**config.mk**
```make
export PLATFORM = sky130hd
export DESIGN_NAME = jtkicker_snd_mbox
export DESIGN_NICKNAME = d
export VERILOG_FILES = /design/src/rtl/jtkicker_snd_mbox_pkg.sv /design/src/rtl/jtkicker_mbox_fifo.sv /design/src/rtl/jtkicker_snd_mbox.sv
export SDC_FILE = /design/constraint.sdc
export NUM_CORES = 1
export LEC_CHECK = 0
export ABC_AREA = 1
export CORE_MARGIN = 5
export CORE_UTILIZATION = 50
export CTS_BUF_LIST = sky130_fd_sc_hd__clkbuf_8
export CTS_CLUSTER_DIAMETER = 50
export DETAILED_ROUTE_END_ITERATION = 8
export HOLD_SLACK_MARGIN = 0.08
export PLACE_DENSITY = 0.77
export SKIP_CTS_REPAIR_TIMING = 1
export SLEW_MARGIN = 15
export SYNTH_ARGS = -nofsm -noshare
export SYNTH_HDL_FRONTEND = slang
export SYNTH_SLANG_ARGS = --single-unit
```
**constraint.sdc**
```tcl
create_clock -name clk -period 6.2 [get_ports clk]
set_input_delay 1.86 -clock clk [delete_from_list [all_inputs] [get_ports clk]]
set_output_delay 1.86 -clock clk [all_outputs]
set_load 0.05 [all_outputs]
```
**src/rtl/jtkicker_snd_mbox_pkg.sv**
```systemverilog
// jtkicker_snd_mbox_pkg: shared encodings and sizing helpers for the sound mailbox.
package jtkicker_snd_mbox_pkg;
   localparam int IRQ_LEVEL = 0;
   localparam int IRQ_EDGE  = 1;

   // A single-entry FIFO still needs a 1-bit pointer variable; it is simply held at 0.
   function automatic int ptr_w(input int depth);
      return depth > 1 ? $clog2(depth) : 1;
   endfunction
endpackage

```
**src/rtl/jtkicker_mbox_fifo.sv**
```systemverilog
// jtkicker_mbox_fifo: command FIFO with occupancy count and a drop/overwrite policy when full.
module jtkicker_mbox_fifo
   import jtkicker_snd_mbox_pkg::*;
#(
   parameter int DW        = 8,
   parameter int DEPTH     = 4,
   parameter int OVERWRITE = 0,
   localparam int AW       = ptr_w(DEPTH),
   localparam int LW       = $clog2(DEPTH) + 1
)(
   input  logic          clk,
   input  logic          rst_n,
   input  logic [DW-1:0] din,
   input  logic          push,
   input  logic          pull,
   output logic [DW-1:0] dout,
   output logic          full,
   output logic          empty,
   output logic [LW-1:0] level,
   output logic          ovf,
   output logic          acc
);
   logic [DW-1:0] mem [DEPTH];
   logic [AW-1:0] wp, rp, wp1, rp1, wm1;
   logic [LW-1:0] nl;
   logic          pop, ovw;

   assign wp1 = DEPTH == 1 ? '0 : wp + 1'b1;
   assign rp1 = DEPTH == 1 ? '0 : rp + 1'b1;
   assign wm1 = DEPTH == 1 ? '0 : wp - 1'b1;
   assign pop = pull & ~empty;
   assign acc = push & (~full | pop);
   assign ovw = push & full & ~pop & (OVERWRITE != 0);
   assign nl  = level + LW'(acc) - LW'(pop);

   always_ff @(posedge clk) begin
      if (acc) mem[wp] <= din;
      else if (ovw) mem[wm1] <= din;
   end

   always_ff @(posedge clk or negedge rst_n) begin
      if (!rst_n) begin
         wp    <= '0;
         rp    <= '0;
         level <= '0;
         full  <= 1'b0;
         empty <= 1'b1;
         ovf   <= 1'b0;
         dout  <= '0;
      end else begin
         if (acc) wp <= wp1;
         if (pop) rp <= rp1;
         level <= nl;
         full  <= nl == LW'(DEPTH);
         empty <= nl == '0;
         ovf   <= (push & ~acc) | (ovf & ~pop);
         // The head register only changes when the new head is the incoming word or the next stored one;
         // popping the last entry leaves the popped value visible, like the old command latch.
         if ((acc & (empty | (pop & level == LW'(1)))) | (ovw & level == LW'(1))) dout <= din;
         else if (pop & level != LW'(1)) dout <= mem[rp1];
      end
   end
endmodule

```
**src/rtl/jtkicker_snd_mbox.sv**
```systemverilog
// jtkicker_snd_mbox: main-to-sound command FIFO, reply latch, sound CPU interrupt and timer.
module jtkicker_snd_mbox
   import jtkicker_snd_mbox_pkg::*;
#(
   parameter int DW        = 8,
   parameter int DEPTH     = 4,
   parameter int OVERWRITE = 0,
   parameter int IRQ_MODE  = IRQ_LEVEL,
   parameter int CNTW      = 11
)(
   input  logic                     clk,
   input  logic                     rst_n,
   input  logic [DW-1:0]            main_dout,
   input  logic                     m2s_wr,
   output logic                     m2s_full,
   output logic                     m2s_ovf,
   input  logic                     snd_rd,
   output logic [DW-1:0]            snd_dout,
   output logic                     snd_empty,
   output logic [$clog2(DEPTH):0]   snd_level,
   input  logic                     irq_ack,
   output logic                     int_n,
   input  logic                     cnt_cen,
   output logic [CNTW-1:0]          cnt,
   input  logic                     s2m_wr,
   input  logic [DW-1:0]            s2m_din,
   output logic [DW-1:0]            s2m_dout,
   output logic                     s2m_pend,
   input  logic                     s2m_rd
);
   logic acc, ack_l, ack_edge;

   assign ack_edge = irq_ack & ~ack_l;

   jtkicker_mbox_fifo #(.DW(DW), .DEPTH(DEPTH), .OVERWRITE(OVERWRITE)) u_fifo (
      .clk   (clk),
      .rst_n (rst_n),
      .din   (main_dout),
      .push  (m2s_wr),
      .pull  (snd_rd),
      .dout  (snd_dout),
      .full  (m2s_full),
      .empty (snd_empty),
      .level (snd_level),
      .ovf   (m2s_ovf),
      .acc   (acc)
   );

   always_ff @(posedge clk or negedge rst_n) begin
      if (!rst_n) begin
         int_n    <= 1'b1;
         ack_l    <= 1'b0;
         cnt      <= '0;
         s2m_dout <= '0;
         s2m_pend <= 1'b0;
      end else begin
         ack_l    <= irq_ack;
         cnt      <= cnt + CNTW'(cnt_cen);
         s2m_pend <= s2m_wr | (s2m_pend & ~s2m_rd);
         if (s2m_wr) s2m_dout <= s2m_din;
         // Level mode follows the registered occupancy, so it trails the FIFO flags by one cycle.
         int_n <= IRQ_MODE == IRQ_EDGE ? (acc ? 1'b0 : ack_edge ? 1'b1 : int_n) : snd_level == '0;
      end
   end
endmodule

```
Word level (Yosys, flattened, before mapping)
Memories as Yosys holds them, arrays and structs flattened.
Cells that the tools add are included.
Storage, ports and cells
  output and inout port bits: 35
  input bits: 24
  memories: 1
  register bits: 39
  logic and storage cells: 44
  memory bits (writable): 32
Memories
  u_fifo.mem: words 4, bits a word 8, read ports 1, clocked after memory_dff 0, wr ports 1, line jtkicker_mbox_fifo.sv:23  | logic [DW-1:0] mem [DEPTH];
Cells by class
  mux-type cells: 4
  add/sub/neg operators: 5
  bitwise logic cells: 17
  eq/ne operators: 3
  reductions and logical operators: 3
Operators by type and width (number)
  two-way mux 8 bit: 2
  adder 11 x 1 -> 11 bit: 1
  AND 1 bit: 8
  zero test 3 bit: 2
  inverter 1 bit: 5
  adder 2 x 1 -> 2 bit (second input constant): 2
  OR 1 bit: 4
  adder 3 x 1 -> 3 bit: 1
  equality test 3 x 1 -> 1 bit (second input constant): 1
  equality test 3 bit (second input constant): 1
  != test 3 x 1 -> 1 bit (second input constant): 1
  subtractor 3 x 1 -> 3 bit: 1
  two-way mux 1 bit: 2
  nonzero test 2 bit: 1

Depth between registers and ports, before layout
Gate-level depths: netlist of the first run.
  depth in word-level cells: 7
  gate-level depth with buffers: 10
  mapped depth without buffers: 10

Modules after synthesis
From an unflattened synthesis of the first run, not the netlist that was laid out.
Second synthesis, totals
  cell total of the unflattened synthesis: 317
  area, all modules: 3173.0 µm²
Modules (own cells, without submodules)
  jtkicker_mbox_fifo: area an instance 2290.9 µm², cells each 237, instances 1, sequential area each 1412.6 µm²
  jtkicker_snd_mbox: area an instance 882.1 µm², cells each 80, instances 1, sequential area each 526.8 µm²

Least setup slack after synthesis of the first run
Ideal clock, no wire load.
  path type: in2reg
  start point: in snd_rd
  end point: reg u_fifo.full
  library setup time: 0.086 ns
  arrival: 3.254 ns
  cell stages on the path: 9
  buffers on the path: 0
  required time: 6.114 ns
  path slack: 2.860 ns
  cells stage by stage: nand2_2 -> inv_1 -> ha_1 -> inv_1 -> ha_1 -> fa_1 -> xor2_1 -> inv_1 -> nor3_1
Between the ends
  longest elaborated chain between the ends: 6
Ends and longest elaborated chain
  start: declaration: line jtkicker_snd_mbox.sv:17  | input logic snd_rd,
  AND 1 bit (*): line jtkicker_mbox_fifo.sv:31  | assign pop = pull & ~empty;
  named net u_fifo.pop: line jtkicker_mbox_fifo.sv:26  | logic pop, ovw;
  OR 1 bit: line jtkicker_mbox_fifo.sv:32  | assign acc = push & (~full | pop);
  AND 1 bit: line jtkicker_mbox_fifo.sv:32
  adder 3 x 1 -> 3 bit: line jtkicker_mbox_fifo.sv:34  | assign nl = level + LW'(acc) - LW'(pop);
  subtractor 3 x 1 -> 3 bit (*): line jtkicker_mbox_fifo.sv:34
  named net u_fifo.nl[2]: line jtkicker_mbox_fifo.sv:25  | logic [LW-1:0] nl;
  equality test 3 bit (*): line jtkicker_mbox_fifo.sv:54  | full <= nl == LW'(DEPTH);
  end signal: assignment: line jtkicker_mbox_fifo.sv:54
  end: declaration: line jtkicker_mbox_fifo.sv:17  | output logic full,
The timed path passes the listed nets; every way through them passes the cells marked *.
A chain may end at the register's enable or synchronous reset.

Worst setup path after layout of the first run
  start point: in snd_rd
  end point: mem u_fifo.mem[3][3], enable pin
Between the ends
  longest elaborated chain between the ends: 5
Ends and longest elaborated chain
  AND 1 bit: line jtkicker_mbox_fifo.sv:31
  OR 1 bit: line jtkicker_mbox_fifo.sv:32
  AND 1 bit: line jtkicker_mbox_fifo.sv:32
  two-way mux 1 bit: line jtkicker_mbox_fifo.sv:37  | if (acc) mem[wp] <= din;
  two-way mux 1 bit (implied by the code): line jtkicker_mbox_fifo.sv:37
  end: declaration: line jtkicker_mbox_fifo.sv:23
Every way passes these cells.

==> results_dict.tcl, run 1 <==
set metrics [dict create \
    die-width_um 88.86 \
    leakage_nw 1.814 \
    placedCellCount 419 \
    core_um2 5991 \
    final_cells 435 \
    wl_um 6080 \
    h-tree-depth 3 \
    yosys.area.top_type "edfxtp_1" \
    crit_family "simple AND/OR/NAND/NOR gates" \
    grt_max_degree 40 \
    viasPerCell 4.892 \
    crit_slowest_cell "nor2_1" \
    finalCritPeriodShare_pct 61.12 \
    ys_seq_area_share_pct 62.37 \
    use_met3_pct 4.097 \
    tns_ns 0 \
    postRouteAntennaNets 0 \
    die_area_um2 7895 \
    gp_congestion 0.7610 \
    reg2regPathDepth 10 \
    fp.dieH_um 88.86 \
    cts_sinks 71 \
    cap_viol_max_count 0 \
    end_kind "register" \
    rows 28 \
    grt_pass1_wl_um 10420 \
    layout_min_cycle_time_ns 3.789 \
    cts_root_buffer "clkbuf_8" \
    ys_types 25 \
    crit_required_ns 6.16 \
    hold_viol 0 \
    worstSkewPairLatency_ns 0.34 \
    cp_num_cells 5 \
    grt_usage_pct 17.64 \
    io_buffers 57 \
    hold_depth 1 \
    crit_path_start_kind "input pin" \
    drive_gt1_share_pct 10.56 \
    grt_pass1_vias 2297 \
    nets 388 \
    syn_to_final_growth_pct 25.19 \
    ys_ff_latch 71 \
    first_iter_violations 125 \
    grt_busiest_layer "met2" \
    yosys-top-cells-area "edfxtp_1, dfrtp_1, nand2_1" \
    yosys_warnings 0 \
    holdWs_ns 0.4838 \
    relSlewSlack_pct 42.17 \
    peakVddDrop_uv 261.3 \
    syn_nets 325 \
    worstPathBufferInverterCount 2 \
    rsz0062_at_grt "no" \
    p_total_w 0.001885 \
    start_util_pct 51.90 \
    clockBufferDepth 2 \
    tritoncts "built" \
    hp-class "reg2reg" \
    antenna_found_initial 0 \
    place_hpwl_um 4333 \
    dr.pass1.iters 4 \
    power_density_nw_per_um2 484.3 \
    gr-total-overflow 0 \
    path_cells "clkdlybuf4s50_1 -> nand2_2 -> a21boi_4 -> inv_1 -> nor2_1" \
    synth-main-ff-cell "dfrtp_1" \
    synth_edf_count 32 \
    grt_use_met2_pct 28.68 \
    diodes 0 \
    async_flop_share_pct 54.93 \
    worst_slew_pin_slew_ns 0.8675 \
    synthCells 292 \
    use_met1_pct 21.60 \
    drv_slew 0 \
    syn_area_per_cell_um2 10.65 \
    drc 0 \
    io_pins 59 \
    clock.fmax_mhz 263.9 \
    synth.top_cell.area_share_pct 30.91 \
    vias 2128 \
    arrival_ns 3.75 \
    numCtsBuffers 9 \
    avgRoutedWirePerCell_um 13.98 \
    critPathKind "in2reg" \
    critPathMaxFanout 14 \
    finClkSkew_ns 0.007985 \
    clk_pin_slew_ns 0.07 \
    syn_area_um2 3109 \
    finalSetupViolations 0 \
    slowest_delay_ns 0.66 \
    status "complete, no violations" \
]
## synthesized netlist by cell type (3+ instances only)
| master | count |
|---|---|
| nand2_1 | 83 |
| o21ai_0 | 5 |
| ha_1 | 8 |
| nor3_1 | 3 |
| xor2_1 | 7 |
| nand3_1 | 28 |
| nand2_4 | 3 |
| mux2_2 | 8 |
| edfxtp_1 | 32 |
| inv_1 | 38 |
| dfrtp_1 | 37 |
| a21oi_1 | 3 |
| nor2_1 | 12 |
| xnor2_1 | 5 |
| nand2_2 | 6 |
## stage by stage
stage | worst slack, ns | util, % | cell area (um^2)
finish | 2.411 | 64.97 | 3892
global route | 2.302 | 64.97 | 3892
CTS | 2.401 | 64.97 | 3892
detailed placement | 2.053 | 62.20 | 3726
global placement | 2.141 | 62.20 | 3726
floorplan | 2.860 | - | 3109
## final timing paths
kind                         startpoint                to  slack, ns
setup / recovery                 snd_rd  u_fifo.mem[3][3]       2.41
hold / removal                  cnt[10]           cnt[10]       0.48
setup reg to reg           u_fifo.empty       u_fifo.full       4.02
hold reg to reg                 cnt[10]           cnt[10]       0.48
max in group asynchronous         rst_n       s2m_dout[7]       4.02
min in group asynchronous         rst_n            cnt[5]       1.63
## flip-flops by register name, indices dropped and copies added (netlist names)
name	count
int_n	1
cnt	11
u_fifo.mem	32
u_fifo.rp	2
s2m_pend	1
u_fifo.dout	8
u_fifo.empty	1
u_fifo.ovf	1
s2m_dout	8
u_fifo.level	3
u_fifo.full	1
u_fifo.wp	2
## where the power goes
group          internal, W  leakage, nW  switching [W]
Sequential        0.000627        0.767      0.0000897
Clock             0.000151       0.0987       0.000160
Combinational     0.000283        0.948       0.000575
## layout by cell type (no fill, tap or decap), types with 2 or more instances in the layout
cell and n:
nor3_1 3, dfstp_2 2, xor2_1 7, o21ai_0 5, ha_1 8, nand2_1 83
nand3_1 28, clkdlybuf4s50_1 56, dfrtp_1 37, xnor2_1 5, clkbuf_8 10, nand2_2 6
mux2_2 8, inv_1 40, nand2_4 3, clkinv_2 3, a21oi_1 3, edfxtp_1 32
inv_2 2, nor2_1 12
## kinds of logic (layout without fill, tap and decap cells)
family                     Yosys count  count (layout)  share of synthesized area, %
and+or+nand+nor                    137             137                         19.15
DFF                                 71              71                         62.37
buffers and inverters               45             113                         6.197
xor gates and xnor gates            12              12                         3.380
AOI/OAI and AO/OA                   10              10                         2.133
adders and majority gates            9               9                         3.863
muxes                                8               8                         2.898
## worst reg2reg max path, cell delays in order (launching register included)
cell	delay, ns
dfstp_2	0.54
inv_2	0.04
nand2_2	0.13
inv_1	0.09
ha_1	0.27
inv_1	0.04
ha_1	0.18
fa_1	0.38
xor2_1	0.24
inv_1	0.06
nor3_1	0.13
## final cells by class
type | count | area, um^2
Fill cell | 490 | 2098
Sequential cell | 71 | 1939
Multi-Input combinational cell | 176 | 977.2
Timing Repair Buffer | 57 | 565.5
Inverter | 40 | 150.1
Clock buffer | 10 | 137.6
Tap cell | 75 | 93.84
Clock inverter | 6 | 28.78
## metal layers
| metal | part of all wire, % | vias to the layer above |
|---|---|---|
| met1 | 41 | 986 |
| met5 | 0 | - |
| met4 | 2.3 | 0 |
| met2 | 51 | 69 |
| met3 | 5.6 | 17 |
| li1 | - | 1056 |
Power figures use the tool's default switching activity.
==> run 2, diff against run 1 <==
- clock period: 6.2 -> 3.6 ns (I/O delays scaled with it)
==> results_dict.tcl, run 2 (same netlist as run 1, synthesis figures left out) <==
set metrics [dict create \
    die-width_um 88.86 \
    p_total_w 0.003428 \
    hold_viol 0 \
    crit_family "adder cells" \
    critPathKind "in2reg" \
    finalSetupViolations 0 \
    finalCritPeriodShare_pct 80.67 \
    crit_slowest_cell "clkdlybuf4s50_1" \
    regMostFlops "u_fifo.mem" \
    slowest_delay_ns 0.44 \
    syn_to_final_growth_pct 28.25 \
    dr.pass1.iters 4 \
    antenna_found_initial 0 \
    wl_um 6180 \
    r2r-start "u_fifo.empty" \
    holdPathEnd "cnt[10]" \
    fin_ws_ns 0.6958 \
    power_density_nw_per_um2 859.8 \
    layout_min_cycle_time_ns 2.904 \
    min_from "cnt[10]" \
    grt_pass1_wl_um 10410 \
    path_cells "clkdlybuf4s50_1 -> nand2_2 -> inv_1 -> ha_1 -> inv_1 -> ha_1 -> fa_1 -> xor2_1 -> inv_1 -> nor3_1" \
    grt_pass1_vias 2265 \
    end_kind "register" \
    clockBufferDepth 2 \
    dp_slack_ns 0.3793 \
    p_switching_w 0.001422 \
    gr-total-overflow 0 \
    cap_viol_max_count 0 \
    die_area_um2 7895 \
    core_um2 5991 \
    drv_slew 0 \
    clk_pin_slew_ns 0.07 \
    avgRoutedWirePerCell_um 14.05 \
    worst_r2r_endpoint "u_fifo.full" \
    drive_gt1_share_pct 11.78 \
    numCtsBuffers 9 \
    r2r_slack_ns 1.33 \
    placed_cell_area_um2 3764 \
    design_area_um2 3988 \
    postRouteAntennaNets 0 \
    start_util_pct 51.90 \
    rows 28 \
    drc 0 \
    leakage_nw 1.863 \
    tns_ns 0 \
    peakVddDrop_uv 549.2 \
    io_pins 59 \
    mostFrequentLayoutCell "nand2_1" \
    cts_root_buffer "clkbuf_8" \
    viasPerCell 4.811 \
    fp.dieH_um 88.86 \
    diodes 0 \
    seqPwrFrac_pct 36.0 \
    critPathMaxFanout 6 \
    clock.fmax_mhz 344.3 \
    largest_reg_flops 32 \
    hold_depth 1 \
    p_comb_share_pct 44.0 \
    reg2regPathDepth 10 \
    p_sw_share_pct 41.49 \
    worstPathBufferInverterCount 4 \
    arrival_ns 3.15 \
    finClkSkew_ns 0.006091 \
    grt_max_degree 40 \
    tritoncts "built" \
    vias 2117 \
    h-tree-depth 3 \
    crit_required_ns 3.84 \
    gp_congestion 0.7734 \
    reg_top3 "u_fifo.mem: 32 flops, cnt: 11 flops" \
    clkPwrFrac_pct 20.0 \
    num-fill-cells 463 \
    place_hpwl_um 4515 \
    relSlewSlack_pct 43.72 \
    worst_slew_pin_slew_ns 0.8442 \
    final_cell_mix "nand2_1, clkdlybuf4s50_1, inv_1, dfrtp_1, edfxtp_1" \
    crit_path_start_kind "input pin" \
    crit_top_cell "inv_1" \
    hp-class "reg2reg" \
    status "complete, no violations" \
    first_iter_violations 122 \
    nets 393 \
    rsz0062_at_grt "no" \
    cts_sinks 71 \
    worstSkewPairLatency_ns 0.33 \
    grt_usage_pct 17.71 \
    io_buffers 57 \
    p_int_w 0.002006 \
]
-- run 2: per-layer routing --
layer	vias to the layer above	global-route usage, %	wire, um
met1	991	20.38	2512
met5	-	0	0
met3	19	4.283	258
met2	44	30.16	3222
met4	0	9.890	187
li1	1063	-	-
-- run 2: power groups by stage --
stage	sequential (W)	combinational, W	clock (W)
6_report	0.00123	0.00151	0.000685
5_1_grt	0.00126	0.00166	0.000739
4_1_cts	0.00124	0.00152	0.000706
3_5_place_dp	0.00125	0.00152	0
3_3_place_gp	0.00124	0.00148	0
2_1_floorplan	0.00163	0.000653	0
-- run 2: worst max path at each step --
stage / from / endpoint / slack [ns] / cells past startpoint
floorplan: snd_rd / u_fifo.full / 1.04 / 9
global placement: snd_rd / u_fifo.full / 0.45 / 10
detailed placement: snd_rd / u_fifo.full / 0.38 / 10
CTS: snd_rd / u_fifo.full / 0.71 / 10
global route: snd_rd / u_fifo.full / 0.59 / 10
finish: snd_rd / u_fifo.full / 0.70 / 10
-- run 2: metrics by stage --
| step | instances | util, % | hold slack [ns] |
|---|---|---|---|
| after floorplan | 292 | - | 0.4936 |
| after global placement | 424 | 62.82 | 0.4625 |
| after detailed placement | 424 | 62.82 | 0.4720 |
| after CTS | 440 | 66.56 | 0.4856 |
| after global routing | 440 | 66.56 | 0.5131 |
| final | 440 | 66.56 | 0.4827 |
-- run 2: final cells by class --
class / count / area (um^2) / share of cell area (%)
tap: 75 / 93.84 / 2.353
clock buffer: 11 / 151.4 / 3.797
sequential: 71 / 1939 / 48.64
clock inverter: 5 / 72.57 / 1.820
inverter: 40 / 150.1 / 3.765
timing repair buffer: 62 / 603.1 / 15.12
multi-input combinational: 176 / 977.2 / 24.51
==> run 3, diff against run 2 <==
- clock period: 3.6 -> 2.7 ns (I/O delays scaled with it)
==> results_dict.tcl, run 3 (same netlist as run 1, synthesis figures left out) <==
set metrics [dict create \
    finClkSkew_ns 0.01105 \
    start_util_pct 51.90 \
    gp_congestion 0.7841 \
    hp-class "reg2reg" \
    mostFrequentLayoutCell "nand2_1" \
    layout_min_cycle_time_ns 2.477 \
    clock.fmax_mhz 403.8 \
    cts_root_buffer "clkbuf_8" \
    crit_slowest_cell "clkdlybuf4s50_1" \
    hold_viol 0 \
    rows 28 \
    avgRoutedWirePerCell_um 14.00 \
    postRouteAntennaNets 0 \
    tns_ns 0 \
    cts_sinks 71 \
    finalCritPeriodShare_pct 91.72 \
    antenna_found_initial 0 \
    r2r-start "u_fifo.empty" \
    critPathMaxFanout 2 \
    die_area_um2 7895 \
    rsz0062_at_grt "no" \
    fp.dieH_um 88.86 \
    dr.pass1.iters 4 \
    fin_ws_ns 0.2235 \
    nets 398 \
    startpoint "u_fifo.empty" \
    grt_pass1_wl_um 10630 \
    status "complete, no violations" \
    clk_pin_slew_ns 0.07 \
    critPathKind "reg2out" \
    grt_busiest_layer "met2" \
    regMostFlops "u_fifo.mem" \
    min_from "cnt[10]" \
    grt_usage_pct 17.92 \
    largest_reg_flops 32 \
    clockBufferDepth 2 \
    crit_family "buffers and inverters" \
    reg_top3 "u_fifo.mem: 32 flops, cnt: 11 flops" \
    crit_required_ns 1.89 \
    leakage_nw 1.876 \
    worstPathBufferInverterCount 1 \
    cap_viol_max_count 0 \
    design_area_um2 3991 \
    place_hpwl_um 4554 \
    grt_pass1_vias 2289 \
    io_buffers 57 \
    p_total_w 0.004484 \
    gr-total-overflow 0 \
    dp_slack_ns -0.1165 \
    diodes 0 \
    viasPerCell 4.843 \
    grt_use_met2_pct 28.48 \
    peakVddDrop_uv 621.5 \
    num-fill-cells 458 \
    use_met3_pct 4.935 \
    worstSkewPairLatency_ns 0.34 \
    grt_max_degree 40 \
    end_kind "output pin" \
    power_density_nw_per_um2 1123 \
    io_pins 59 \
    arrival_ns 1.67 \
    tritoncts "built" \
    core_um2 5991 \
    drc 0 \
    final_util_pct 66.62 \
    final_cell_mix "nand2_1, clkdlybuf4s50_1, inv_1, dfrtp_1, edfxtp_1" \
    syn_to_final_growth_pct 28.37 \
    path_cells "clkdlybuf4s50_1" \
    placed_cell_area_um2 3801 \
    worst_slew_pin_slew_ns 0.8809 \
    drv_slew 0 \
    h-tree-depth 3 \
    first_iter_violations 164 \
    drive_gt1_share_pct 12.70 \
    relSlewSlack_pct 41.28 \
    use_met1_pct 23.22 \
    die-width_um 88.86 \
    slowest_delay_ns 0.79 \
    vias 2155 \
    numCtsBuffers 9 \
    crit_path_start_kind "register" \
    finalSetupViolations 0 \
    wl_um 6231 \
]
-- run 3: changes by cell type in the layout (fill, tap and decap cells not counted) --
cell / before / now
buf_4: 5 / 10
bufinv_16: 2 / 1
clkbuf_8: 11 / 10
inv_1: 40 / 41
inv_4: 0 / 1
-- run 3: power by group --
group          leakage, nW  total (W)  internal, W  switching [W]
Sequential           0.767    0.00165      0.00144       0.000214
Combinational        0.999    0.00203     0.000689        0.00134
Clock                0.110   0.000806     0.000441       0.000365
-- run 3: metal layers --
metal	share of wire [%]	wire length, um	vias to the layer above
met5	0	0	-
met4	1.7	107	0
met3	8.0	499	12
met2	49	3048	67
met1	41	2576	1004
li1	-	-	1072
-- run 3: worst paths after layout --
check | cells past startpoint | to | slack, ns
max | 1 | snd_empty | 0.22
min | 1 | cnt[10] | 0.48
max reg2reg | 10 | u_fifo.full | 0.63
min reg2reg | 1 | cnt[10] | 0.48
max in group asynchronous | 1 | u_fifo.wp[1] | 1.56
min in group asynchronous | 1 | u_fifo.dout[4] | 0.59
-- run 3: area by class of cell --
| class | instances | area [um^2] | area share, % |
|---|---|---|---|
| inverters | 40 | 150.1 | 3.762 |
| clock inverters | 6 | 52.55 | 1.317 |
| clock buffers | 10 | 137.6 | 3.448 |
| multi-input cells | 176 | 977.2 | 24.48 |
| repair buffers | 67 | 640.6 | 16.05 |
| well taps | 75 | 93.84 | 2.351 |
| flip-flops and latches | 71 | 1939 | 48.59 |
-- run 3: stage by stage --
| stage | std cells | hold slack [ns] |
|---|---|---|
| floorplan | 292 | 0.4936 |
| global placement | 429 | 0.4620 |
| detailed placement | 429 | 0.4745 |
| CTS | 445 | 0.4856 |
| global route | 445 | 0.5133 |
| finish | 445 | 0.4821 |
